File: config.mk
export PLATFORM = sky130hd
export DESIGN_NAME = ordenador_burbuja
export DESIGN_NICKNAME = d
export VERILOG_FILES = /design/src/rtl/ordenador_pkg.sv /design/src/rtl/comparador_nbits.sv /design/src/rtl/ordenador_burbuja.sv
export SDC_FILE = /design/constraint.sdc
export NUM_CORES = 1
export LEC_CHECK = 0
export ABC_AREA = 1
export CORE_MARGIN = 1
export CORE_UTILIZATION = 45
export DETAILED_ROUTE_END_ITERATION = 10
export GPL_ROUTABILITY_DRIVEN = 0
export PLACE_DENSITY = 0.68
export SLEW_MARGIN = 20
export SYNTH_ARGS = -nofsm -noshare
export SYNTH_HDL_FRONTEND = slang
export SYNTH_SLANG_ARGS = --single-unit
File: constraint.sdc
create_clock -name clk -period 3.6 [get_ports clk]
set_input_delay 1.08 -clock clk [delete_from_list [all_inputs] [get_ports clk]]
set_output_delay 1.08 -clock clk [all_outputs]
set_load 0.01 [all_outputs]
File: src/rtl/ordenador_pkg.sv
// rtl/ordenador_pkg.sv - FSM state encoding and comparator result bit positions for ordenador_burbuja
package ordenador_pkg;

    typedef enum logic [1:0] {
        IDLE = 2'd0,
        SORT = 2'd1,
        FIN  = 2'd2
    } state_t;

    localparam int CMP_GT = 2;
    localparam int CMP_EQ = 1;
    localparam int CMP_LT = 0;

endpackage

File: src/rtl/comparador_nbits.sv
// rtl/comparador_nbits.sv - unsigned WIDTH-bit comparator with one-hot greater/equal/less result
module comparador_nbits
    import ordenador_pkg::*;
#(
    parameter int WIDTH = 4
) (
    input  logic [WIDTH-1:0] a,
    input  logic [WIDTH-1:0] b,
    output logic [2:0]       result
);

    always_comb begin
        result         = '0;
        result[CMP_GT] = (a > b);
        result[CMP_EQ] = (a == b);
        result[CMP_LT] = (a < b);
    end

endmodule

File: src/rtl/ordenador_burbuja.sv
// rtl/ordenador_burbuja.sv - sequential bubble sorter, one compare per cycle via a shared comparator
// Optional early exit on a swap-free pass: define ORDENADOR_EARLY_EXIT_EN.
module ordenador_burbuja
    import ordenador_pkg::*;
#(
    parameter int WIDTH = 4,
    parameter int N     = 4,
    localparam int SWAP_W = $clog2(N * (N - 1) / 2 + 1)
) (
    input  logic                 clk,
    input  logic                 rst,
    input  logic                 start,
    input  logic [N*WIDTH-1:0]   data_in,
    output logic                 busy,
    output logic                 done,
    output logic [N*WIDTH-1:0]   data_out,
    output logic [SWAP_W-1:0]    swap_count
);

    localparam int IDX_W  = $clog2(N);
    localparam int PASS_W = $clog2(N);

    state_t            state;
    logic [WIDTH-1:0]  arr [N];
    logic [IDX_W-1:0]  idx;
    logic [PASS_W-1:0] pass;
    logic [SWAP_W-1:0] swap_cnt;
`ifdef ORDENADOR_EARLY_EXIT_EN
    logic              pass_swapped;
`endif

    logic [IDX_W-1:0]  idx_p1;
    logic [WIDTH-1:0]  elem_a;
    logic [WIDTH-1:0]  elem_b;
    logic [2:0]        cmp;
    logic              do_swap;
    logic              last_idx;
    logic              last_pass;
    logic              exit_now;

    assign idx_p1 = idx + IDX_W'(1);
    assign elem_a = arr[idx];
    assign elem_b = arr[idx_p1];

    comparador_nbits #(.WIDTH(WIDTH)) u_cmp (
        .a      (elem_a),
        .b      (elem_b),
        .result (cmp)
    );

    // Swap only on a clean "greater": ties stay put, which keeps the sort stable.
    assign do_swap   = cmp[CMP_GT] & ~(cmp[CMP_EQ] | cmp[CMP_LT]);
    assign last_idx  = (idx == IDX_W'(N - 2));
    assign last_pass = (pass == PASS_W'(N - 2));

    always_comb begin
`ifdef ORDENADOR_EARLY_EXIT_EN
        exit_now = last_pass || !(pass_swapped || do_swap);
`else
        exit_now = last_pass;
`endif
    end

    always_ff @(posedge clk or posedge rst) begin
        if (rst) begin
            state      <= IDLE;
            busy       <= 1'b0;
            done       <= 1'b0;
            data_out   <= '0;
            swap_count <= '0;
            idx        <= '0;
            pass       <= '0;
            swap_cnt   <= '0;
`ifdef ORDENADOR_EARLY_EXIT_EN
            pass_swapped <= 1'b0;
`endif
            for (int k = 0; k < N; k++) arr[k] <= '0;
        end else begin
            done <= 1'b0;
            case (state)
                IDLE: begin
                    if (start) begin
                        for (int k = 0; k < N; k++) arr[k] <= data_in[k*WIDTH +: WIDTH];
                        idx      <= '0;
                        pass     <= '0;
                        swap_cnt <= '0;
`ifdef ORDENADOR_EARLY_EXIT_EN
                        pass_swapped <= 1'b0;
`endif
                        busy     <= 1'b1;
                        state    <= SORT;
                    end
                end
                SORT: begin
                    if (do_swap) begin
                        arr[idx]    <= elem_b;
                        arr[idx_p1] <= elem_a;
                        swap_cnt    <= swap_cnt + SWAP_W'(1);
                    end
                    if (last_idx) begin
                        idx  <= '0;
                        pass <= pass + PASS_W'(1);
`ifdef ORDENADOR_EARLY_EXIT_EN
                        pass_swapped <= 1'b0;
`endif
                        if (exit_now) state <= FIN;
                    end else begin
                        idx <= idx_p1;
`ifdef ORDENADOR_EARLY_EXIT_EN
                        if (do_swap) pass_swapped <= 1'b1;
`endif
                    end
                end
                FIN: begin
                    for (int k = 0; k < N; k++) data_out[k*WIDTH +: WIDTH] <= arr[k];
                    swap_count <= swap_cnt;
                    done       <= 1'b1;
                    busy       <= 1'b0;
                    state      <= IDLE;
                end
                default: state <= IDLE;
            endcase
        end
    end

endmodule

# --- Word level (Yosys, flattened, before mapping) ---
# Cells that the tools add are included.
# Widths: inputs -> output; s select.
totals:
  ff_bits: 46
  inputBits: 19
  out_inout_bits: 21
  wordCells: 75
op_classes:
  n_addsub: 3
  order_cmp: 6
  n_eq_ne: 9
  n_mux: 30
  bitwise: 5
  reduce_logical: 10
op_table:
  columns: ["operator", "count"]
  rows:
  - ["$bwmux 16", 2]
  - ["$mux 16", 2]
  - ["$pmux 16 s2", 1]
  - ["$mux 4", 6]
  - ["$bmux 4 s2", 2]
  - ["$demux 4 s2", 2]
  - ["$mux 2", 6]
  - ["$pmux 2 s2", 3]
  - ["$reduce_and 3->1", 3]
  - ["$ne 2x2->1 const B", 4]
  - ["$eq 2x2->1 const B", 3]
  - ["$ge 3x3->1 const B", 2]
  - ["$lt 3x1->1 const B", 2]
  - ["$mux 3", 2]
  - ["$not 2->3", 2]
  - ["$pmux 3 s2", 1]
  - ["$add 2x1->2 const B", 2]
  - ["$eq 4x4->1", 1]
  - ["$gt 4x4->1", 1]
  - ["$lt 4x4->1", 1]
  - ["$reduce_and 2->1", 2]
  - ["$reduce_bool 2->1", 2]
  - ["$add 3x1->3 const B", 1]
  - ["$eq 2x1->1 const B", 1]
  - ["7 further kinds", 9]

# --- Logic depth before layout (Yosys ltp) ---
# Gate-level depths: netlist of the first run.
depth:
  depth_word: 11
  mapped_depth: 19
  depth_no_buf: 16

# --- Hierarchy ---
# A second synthesis of the first run with hierarchy kept.
hier_totals:
  cells_unflattened: 384
  hier_area_um2: 2839.0
by_module_without_submodules:
  columns: ["mod", "instances", "cells_each", "area_each_um2", "seq_area_each_um2"]
  rows:
  - ["ordenador_burbuja", 1, 364, 2723.9, 1151.1]
  - ["comparador_nbits", 1, 20, 115.1, 0.0]

# --- Least setup slack after synthesis of the first run ---
# No wires, ideal clock.
synth_timing:
  path_kind: "reg-to-reg"
  start: "register idx[0]"
  end: "register arr[0] in the netlist's numbering"
  setup_ns: 0.118
  arrival_ns: 2.419
  slack_ns: 1.063
  stages_incl_launch_ff: 18
  period_less_slack_ns: 2.537
  cell_sequence: "dfrtp_1 buf_4 inv_4 buf_6 ha_1 inv_1 nand3_1 and2_1 ha_1 nand2_1 nor2_1 nor2_1 nand2_2 nand2_2 buf_6 nand2_2 nand2_1 nand2_1"
synth_between:
  elab_chain_cells: 11
  word_cells_on_any_way: 31
  cone_classes: "add/sub: 1; order compare: 6; eq/ne: 2; mux: 14; bitwise: 5; reduce/logical: 3"
synth_lines:
  columns: ["item", "line_no", "source"]
  rows:
  - ["from (decl)", "ordenador_burbuja.sv:25", "logic [IDX_W-1:0] idx;"]
  - ["from (signal assigned)", "ordenador_burbuja.sv:108", "idx <= idx_p1;"]
  - ["$add 2x1->2", "ordenador_burbuja.sv:41", "assign idx_p1 = idx + IDX_W'(1);"]
  - ["$not 2->3 (not written as such)", "ordenador_burbuja.sv:43, ordenador_burbuja.sv:97", null]
  - ["$bmux 4 s2", "ordenador_burbuja.sv:43", "assign elem_b = arr[idx_p1];"]
  - ["$mux 4 (not written as such) (2 in series)", "ordenador_burbuja.sv:43", null]
  - ["$lt 4x4->1 / $eq 4x4->1 (equally long branches)", "comparador_nbits.sv:16, comparador_nbits.sv:15", null]
  - ["$or 1x1->1", "ordenador_burbuja.sv:52", "assign do_swap = cmp[CMP_GT] & ~(cmp[CMP_EQ] | cmp[CMP_LT]);"]
  - ["$not 1->1", "ordenador_burbuja.sv:52", null]
  - ["$and 1x1->1", "ordenador_burbuja.sv:52", null]
  - ["$ne 2x2->1 (no source line)", null, null]
  - ["$reduce_and 3->1 (no source line)", null, null]
  - ["to (signal, indexed assignment)", "ordenador_burbuja.sv:96", "arr[idx] <= elem_b;"]
  - ["to (signal, indexed assignment)", "ordenador_burbuja.sv:97", "arr[idx_p1] <= elem_a;"]
  - ["to (decl)", "ordenador_burbuja.sv:24", "logic [WIDTH-1:0] arr [N];"]
# Parallel ways exist; a longest one is shown, timed or not. The select of a mux whose other input is x is not followed.
# A chain may end at the register's enable or synchronous reset.

# --- Worst setup path after layout of the first run ---
layout_timing:
  start: "register idx[0]"
  end: "register arr[8] in the netlist's numbering"
# Same word-level chain as after synthesis.

==> results of run 1 <==
## worst min-delay path by stage
stage                  from            to  slack [ns]
4_1_cts        data_out[13]  data_out[13]        0.48
3_3_place_gp   data_out[12]  data_out[12]        0.45
2_1_floorplan       pass[0]       pass[0]        0.46
5_1_grt         data_out[3]   data_out[3]        0.51
6_report       data_out[12]  data_out[12]        0.47
3_5_place_dp   data_out[13]  data_out[13]        0.46
## flip-flops by register name, summed over array words and instances, names as in the netlist
register    count
arr            16
data_out       16
swap_cnt        3
swap_count      3
idx             2
pass            2
state           2
busy            1
done            1
## critical path: cells and delay by family (launching register included)
family,cells,cell delay (ns)
and+or+nand+nor,10,1.30
buffers and inverters,2,0.34
adders and majority gates,2,0.69
DFF,1,0.77
## layer usage
metal,vias up,GRT usage
met5,-,0
met4,0,0.06786
met3,8,0.03543
met2,107,0.3932
met1,1218,0.3295
li1,1309,-
## power breakdown
group	total [mW]	internal (mW)	switching (mW)
logic	2.05	0.678	1.37
registers	0.877	0.696	0.181
clock network	0.319	0.137	0.182
total	3.24	1.51	1.73
## stage by stage
step,std cells,worst slack [ns]
finish,504,0.3853
global route,504,0.1021
CTS,504,0.4418
detailed placement,496,0.4571
global placement,496,0.5377
floorplan,392,1.063
## layout make-up
type,count,share of cell area
clock buffer,5,0.02115
multi-input combinational,313,0.4396
sequential,46,0.3538
timing repair buffer,41,0.1246
inverter,21,0.02538
tap,75,0.02885
clock inverter,3,0.006538
## cells by family after synthesis
group / share of synthesized area
simple gates: 0.4404
flops: 0.4203
buf+inv: 0.05756
compound gates: 0.02375
fa+ha+maj: 0.05482
xor+xnor: 0.003198
## cells in the final DEF, fill, tap and decap left out, drive strengths merged
cell,instances
dfrtp,46
and2,4
o21ai,9
nor3,2
clkinv,3
xor2,1
inv,20
nor2,11
nand2,207
ha,12
clkinvlp,1
clkbuf,5
nand3,63
buf,2
a21oi,4
clkdlybuf4s50,39
==> impl_results.md, run 1 <==
* CTS tree: done
* Htree depth at 2
* Largest net degree at the start of global routing at 35
* Fin. Hold Viols at 0
* Relative slew slack at 0.5625
* Hpwl dp at roughly 5100 um
* Fin crit share at 0.8930
* Most common cell in the synthesized netlist: nand2_1
* Routed WL at 6864 um
* First-pass DRT Iterations at 8
* Clock transition at the registers of the reported paths at about 0.090 ns
* Wl on met1 at 3117 um
* GRT Total Usage at 0.2404
* Post-DR wirelength/cell at approximately 14 um
* First-pass GRT wire length at 11740 um
* Placed inst area at 0.003163 mm^2
* Vias in the first global route at roughly 2.5k
* Slew Viols, Final at 0
* DRC Markers at 1
* Async SR Flop Fraction at 1.000
* Synth Area per Inst at about 7 um^2
* DIE HEIGHT at between 80 and 90 um
* CP max stage delay at slightly below 0.8 ns
* Post-layout util at 0.5527
* Total leakage power at approximately 1.7 nW
* Share of cells above drive strength 1 at 0.05594
* Overall die width at between 80 and 90 um
* Clock tree sinks at between 40 and 50
* Synth Register Bits at 46
* Setup Skew at about 0.0048 ns
* Grt ovf at 0
* Nets at between 400 and 500
* FF-to-FF path depth at 14
* Via/cell ratio at 5.242
* Post-synth EDFFs at 0
* Final Critical Period at about 3.2 ns
* I/O pin total at 40
* Area Overhead vs Synth at 18.78%
* Worst vdd ir at roughly 800 uV
* Total number of vias at ~2.6k
* Commonest cells in the netlist: nand2_1, nand3_1, dfrtp_1, inv_1, ha_1
* Synth top area cells: dfrtp_1, nand2_1, nand3_1, ha_1, inv_1
* Power per Cell Area at approximately 1000 mW/mm^2
* Crit path kind: reg -> reg
* Fmax achieved at 311.1 MHz
* Cts repair resizes at 0
* Starting Density at 0.4653
* Run status: finished, violations left
* ANT cells at 0
* Initial antenna violation count at 0
* Die ar. at 0.006402 mm^2
* Setup violators final at 0
* Total Power at 3.242 mW
* CP endpoint kind: flop
* Fillers at a little over 600
* Worst path slowest cell: dfrtp_1
* Top Metal Used: met4
* CP Launch Type: flop
* Synth top area share at 0.4203
* Area of the multi-input gates at ~0.0014 mm^2
* Start of the worst register-to-register path: idx[0]
* Cell accounting for the most synthesized area: dfrtp_1
* Syn Inst Count at between 300 and 400
* Post-route antenna net violation count at 0
* Area of the core at around 0.006 mm^2
* DR WL met3 at around 450 um
* Sequential cell area at about 0.0012 mm^2
* Setup_tns at 0 ns
* Critical Path RT at approximately 3.8 ns
* Port buffer count at 39
* Flop-to-flop setup slack at a little under 0.4 ns
* Max-cap viol count at 0
* Initial DRC Count at 206
* Met2 routed WL at 3206 um
* Clock root buffer: clkbuf_8
* TritonCTS Buffers at 5
* Worst path arrival time at 3.41 ns
* Mapped Area at ~0.0027 mm^2
* Post-CTS Setup Inserts at 0
* Hold slack at ~0.47 ns
* Number of library cell types mapped by synthesis at 22
* CP max FO at 20
* RSZ-0062 raised after global routing: no
* Slew @ Worst Pin at ~0.66 ns
* Hold Buf Count CTS at 0
* Critical path origin: idx[0]
* Net Count, Synth at roughly 420
* Worst r2r dst: arr[8]
* Min-Delay Path Class: reg -> reg
* Failing checks: design-rule violations
* Yosys warns at 0
* Clock buffer depth at 2
* CP most frequent cell: nand2_1
* Design area at roughly 0.0033 mm^2
* WHS Path Cells at 2
* Critical-path cell list: inv_4, ha_1, inv_1, nand3_1, and2_1, ha_1, nand2_1, nor2_1, nor2_1, nand2_2, nand2_2, nand2_1, nand2_1, nand2_1
* Clock latency at the later pin of the worst-skew pair at 0.30 ns
* Seq/Total Area, Yosys at 0.4203
* Prevailing post-synth register cell: dfrtp_1
* Worst Setup EP: arr[8]
* Core Rows at 28
(Power assumes the default switching activity.)
==> inputs of run 2 (changes only) <==
Settings changed: ABC_AREA 1 to not set, CORE_MARGIN 1 to 3, PLACE_DENSITY 0.68 to 0.67.
==> impl_results.md, run 2 <==
* Run status: complete, no violations
* Overall die width at 83.71 um (+4.6%)
* Yosys warns at 0 (unchanged)
* Max-cap viol count at 0 (unchanged)
* Clock buffer depth at 2 (unchanged)
* CP max FO at 18 (-10%)
* Port buffer count at 39 (unchanged)
* CP max stage delay at 0.56 ns (-0.21 ns)
* RSZ-0062 raised after global routing: no
* Net Count, Synth at 301 (-29%)
* Clock tree sinks at 46 (unchanged)
* ANT cells at 0 (unchanged)
* Cts repair resizes at 0 (unchanged)
* Share of cells above drive strength 1 at 0.1111 (+0.05517)
* Via/cell ratio at 6.010 (+15%)
* Area of the core at 0.005675 mm^2 (-3.6%)
* Most common cell in the synthesized netlist: dfrtp_1
* Nets at 345 (-25%)
* Slew @ Worst Pin at 0.7961 ns (+0.1398 ns)
* Total number of vias at 2326 (-12%)
* First-pass GRT wire length at 11880 um (+1.2%)
* Syn Inst Count at 270 (-31%)
* Area Overhead vs Synth at 21.27%
* Setup_tns at 0 ns (unchanged)
* Seq/Total Area, Yosys at 0.4236 (+0.003290)
* Mapped Area at 0.002718 mm^2 (-0.78%)
* Worst Path Buf+Inv at 1 (-1)
* CTS tree: done
* Cell accounting for the most synthesized area: dfrtp_1
* Fin. Hold Viols at 0 (unchanged)
* Post-synth EDFFs at 0 (unchanged)
* Flop-to-flop setup slack at 0.51 ns (+0.13 ns)
* Hpwl dp at 5057 um (-0.27%)
* Starting Density at 0.4788 (+0.01349)
* Setup Skew at 0.007809 ns (+0.003038 ns)
* GRT Total Usage at 0.2113 (-0.02917)
* Worst path arrival time at 3.25 ns (-0.16 ns)
* Crit-path leading delay family: compound AO/OA/AOI/OAI gates
* I/O pin total at 40 (unchanged)
* Post-route antenna net violation count at 0 (unchanged)
* CP Launch Type: flop
* Die ar. at 0.007007 mm^2 (+9.4%)
* Fillers at 514 (-16%)
* TritonCTS Buffers at 5 (unchanged)
* Commonest cells in the netlist: dfrtp_1, nand2_1, inv_1, a21oi_1, o21ai_0
* Core Rows at 27 (-3.6%)
* First-pass DRT Iterations at 5 (-3)
* Async SR Flop Fraction at 1.000 (unchanged)
* Grt ovf at 0 (unchanged)
* Final Critical Period at 3.089 ns (-0.1253 ns)
* Clock root buffer: clkbuf_8
* Post-DR wirelength/cell at 18.14 um (+33%)
* Critical-path cell list: inv_1, ha_1, mux2i_1, mux2i_1, ha_1, nor2b_1, o211ai_2, a21oi_4, a32oi_1
* Hold path start: data_out[13]
* Relative slew slack at 0.4687 (-0.09385)
* Setup violators final at 0 (unchanged)
* DRC Markers at 0 (-1)
* Most frequent cells in the layout: dfrtp_1, clkdlybuf4s50_1, nand2_1
* Synth Register Bits at 46 (unchanged)
* Fin crit share at 0.8582 (-0.03480)
* Worst r2r dst: arr[7]
* FF-to-FF path depth at 9 (-5)
* Synth top area cells: dfrtp_1, ha_1, a32oi_1, o221ai_1, o211ai_1
* Number of library cell types mapped by synthesis at 36 (+64%)
* Critical Path RT at 3.76 ns (-0.03 ns)
* Initial DRC Count at 308 (+50%)
* Clock transition at the registers of the reported paths at 0.09 ns (about the same)
* Vias in the first global route at 2305 (-8.8%)
* Crit path kind: reg -> reg
* Routed WL at 7021 um (+2.3%)
* Largest registers: arr (16), data_out (16)
* Clock latency at the later pin of the worst-skew pair at 0.30 ns (about the same)
* Fmax achieved at 323.7 MHz (+4.1%)
* Post-CTS Setup Inserts at 0 (unchanged)
* CP endpoint kind: flop
* Htree depth at 2 (unchanged)
* Worst path slowest cell: ha_1
* Start of the worst register-to-register path: idx[1]
* DIE HEIGHT at 83.71 um (+4.6%)
* Largest net degree at the start of global routing at 47 (+34%)
* Worst Hold End: data_out[13]
* Slew Viols, Final at 0 (unchanged)
* Prevailing post-synth register cell: dfrtp_1
* Synth top area share at 0.4236 (+0.003290)
* Hold Buf Count CTS at 0 (unchanged)
* Initial antenna violation count at 0 (unchanged)
* Commonest non-fill, non-tap cell in the layout: dfrtp_1
* WHS Path Cells at 2 (unchanged)
* Min-Delay Path Class: reg -> reg
* Synth Area per Inst at 10.07 um^2 (+44%)
-- run 2: cell count changes in the layout (fill, tap and decap cells not counted), sizes merged, moves of 7 or more --
cell,before,now
a21oi,4,20
a32oi,0,16
buf,2,10
inv,20,27
mux2i,0,12
nand2,207,33
nand3,63,0
nor2,11,4
o211ai,0,18
o21ai,9,18
o221ai,0,16
-- run 2: layout make-up --
type / count / area (um^2) / share of cell area
sequential: 46 / 1151 / 0.3493
clock inverter: 2 / 13.76 / 0.004176
multi-input combinational: 183 / 1393 / 0.4226
tap: 72 / 90.09 / 0.02733
clock buffer: 6 / 72.57 / 0.02202
inverter: 29 / 110.1 / 0.03341
timing repair buffer: 49 / 465.4 / 0.1412
-- run 2: per-layer routing --
metal  GRT usage  vias to the layer above  part of all wire
met5           0                        -                 0
met4     0.09503                        0             0.036
met3     0.04640                       21             0.078
met2      0.3102                       98              0.45
met1      0.2974                     1100              0.44
li1            -                     1107                 -
-- run 2: cell families after synthesis --
family / Yosys count / share of synthesized area
adder cells (fa/ha/maj): 12 / 0.05525
buffers and inverters: 41 / 0.06491
flip-flops: 46 / 0.4236
AO/OA/AOI/OAI: 100 / 0.2703
AND/OR/NAND/NOR: 52 / 0.09623
multiplexers: 19 / 0.08978
-- run 2: how the worst max path moves through the flow --
stage,start,end,slack [ns],depth (start not counted)
global placement,idx[1],arr[14],0.69,9
CTS,idx[1],swap_cnt[0],0.52,9
finish,idx[1],arr[7],0.51,9
floorplan,idx[0],swap_cnt[2],0.54,13
detailed placement,idx[1],arr[10],0.52,9
global route,idx[1],arr[13],0.34,9
-- run 2: metrics by stage --
stage               utilization  hold WS [ns]  worst slack, ns  cells  cell area [um^2]
floorplan                     -        0.4730           0.5399    270              2718
global placement         0.5648        0.4623           0.6924    379              3206
detailed placement       0.5648        0.4723           0.5161    379              3206
CTS                      0.5800        0.4941           0.5224    387              3292
global route             0.5807        0.5212           0.3387    387              3296
finish                   0.5807        0.4862           0.5106    387              3296
-- run 2: worst reg2reg max path, stage by stage (launching register included) --
cell and delay [ns]:
dfrtp_1 0.51, inv_1 0.15, ha_1 0.57, mux2i_1 0.33, mux2i_1 0.13, ha_1 0.22, nor2b_1 0.21, o211ai_2 0.18
a21oi_4 0.48, a32oi_1 0.19
Power of run 2 is left out: the tool's default activity adds up to more than one toggle a clock period on the data nets, which glitch-free logic cannot reach.
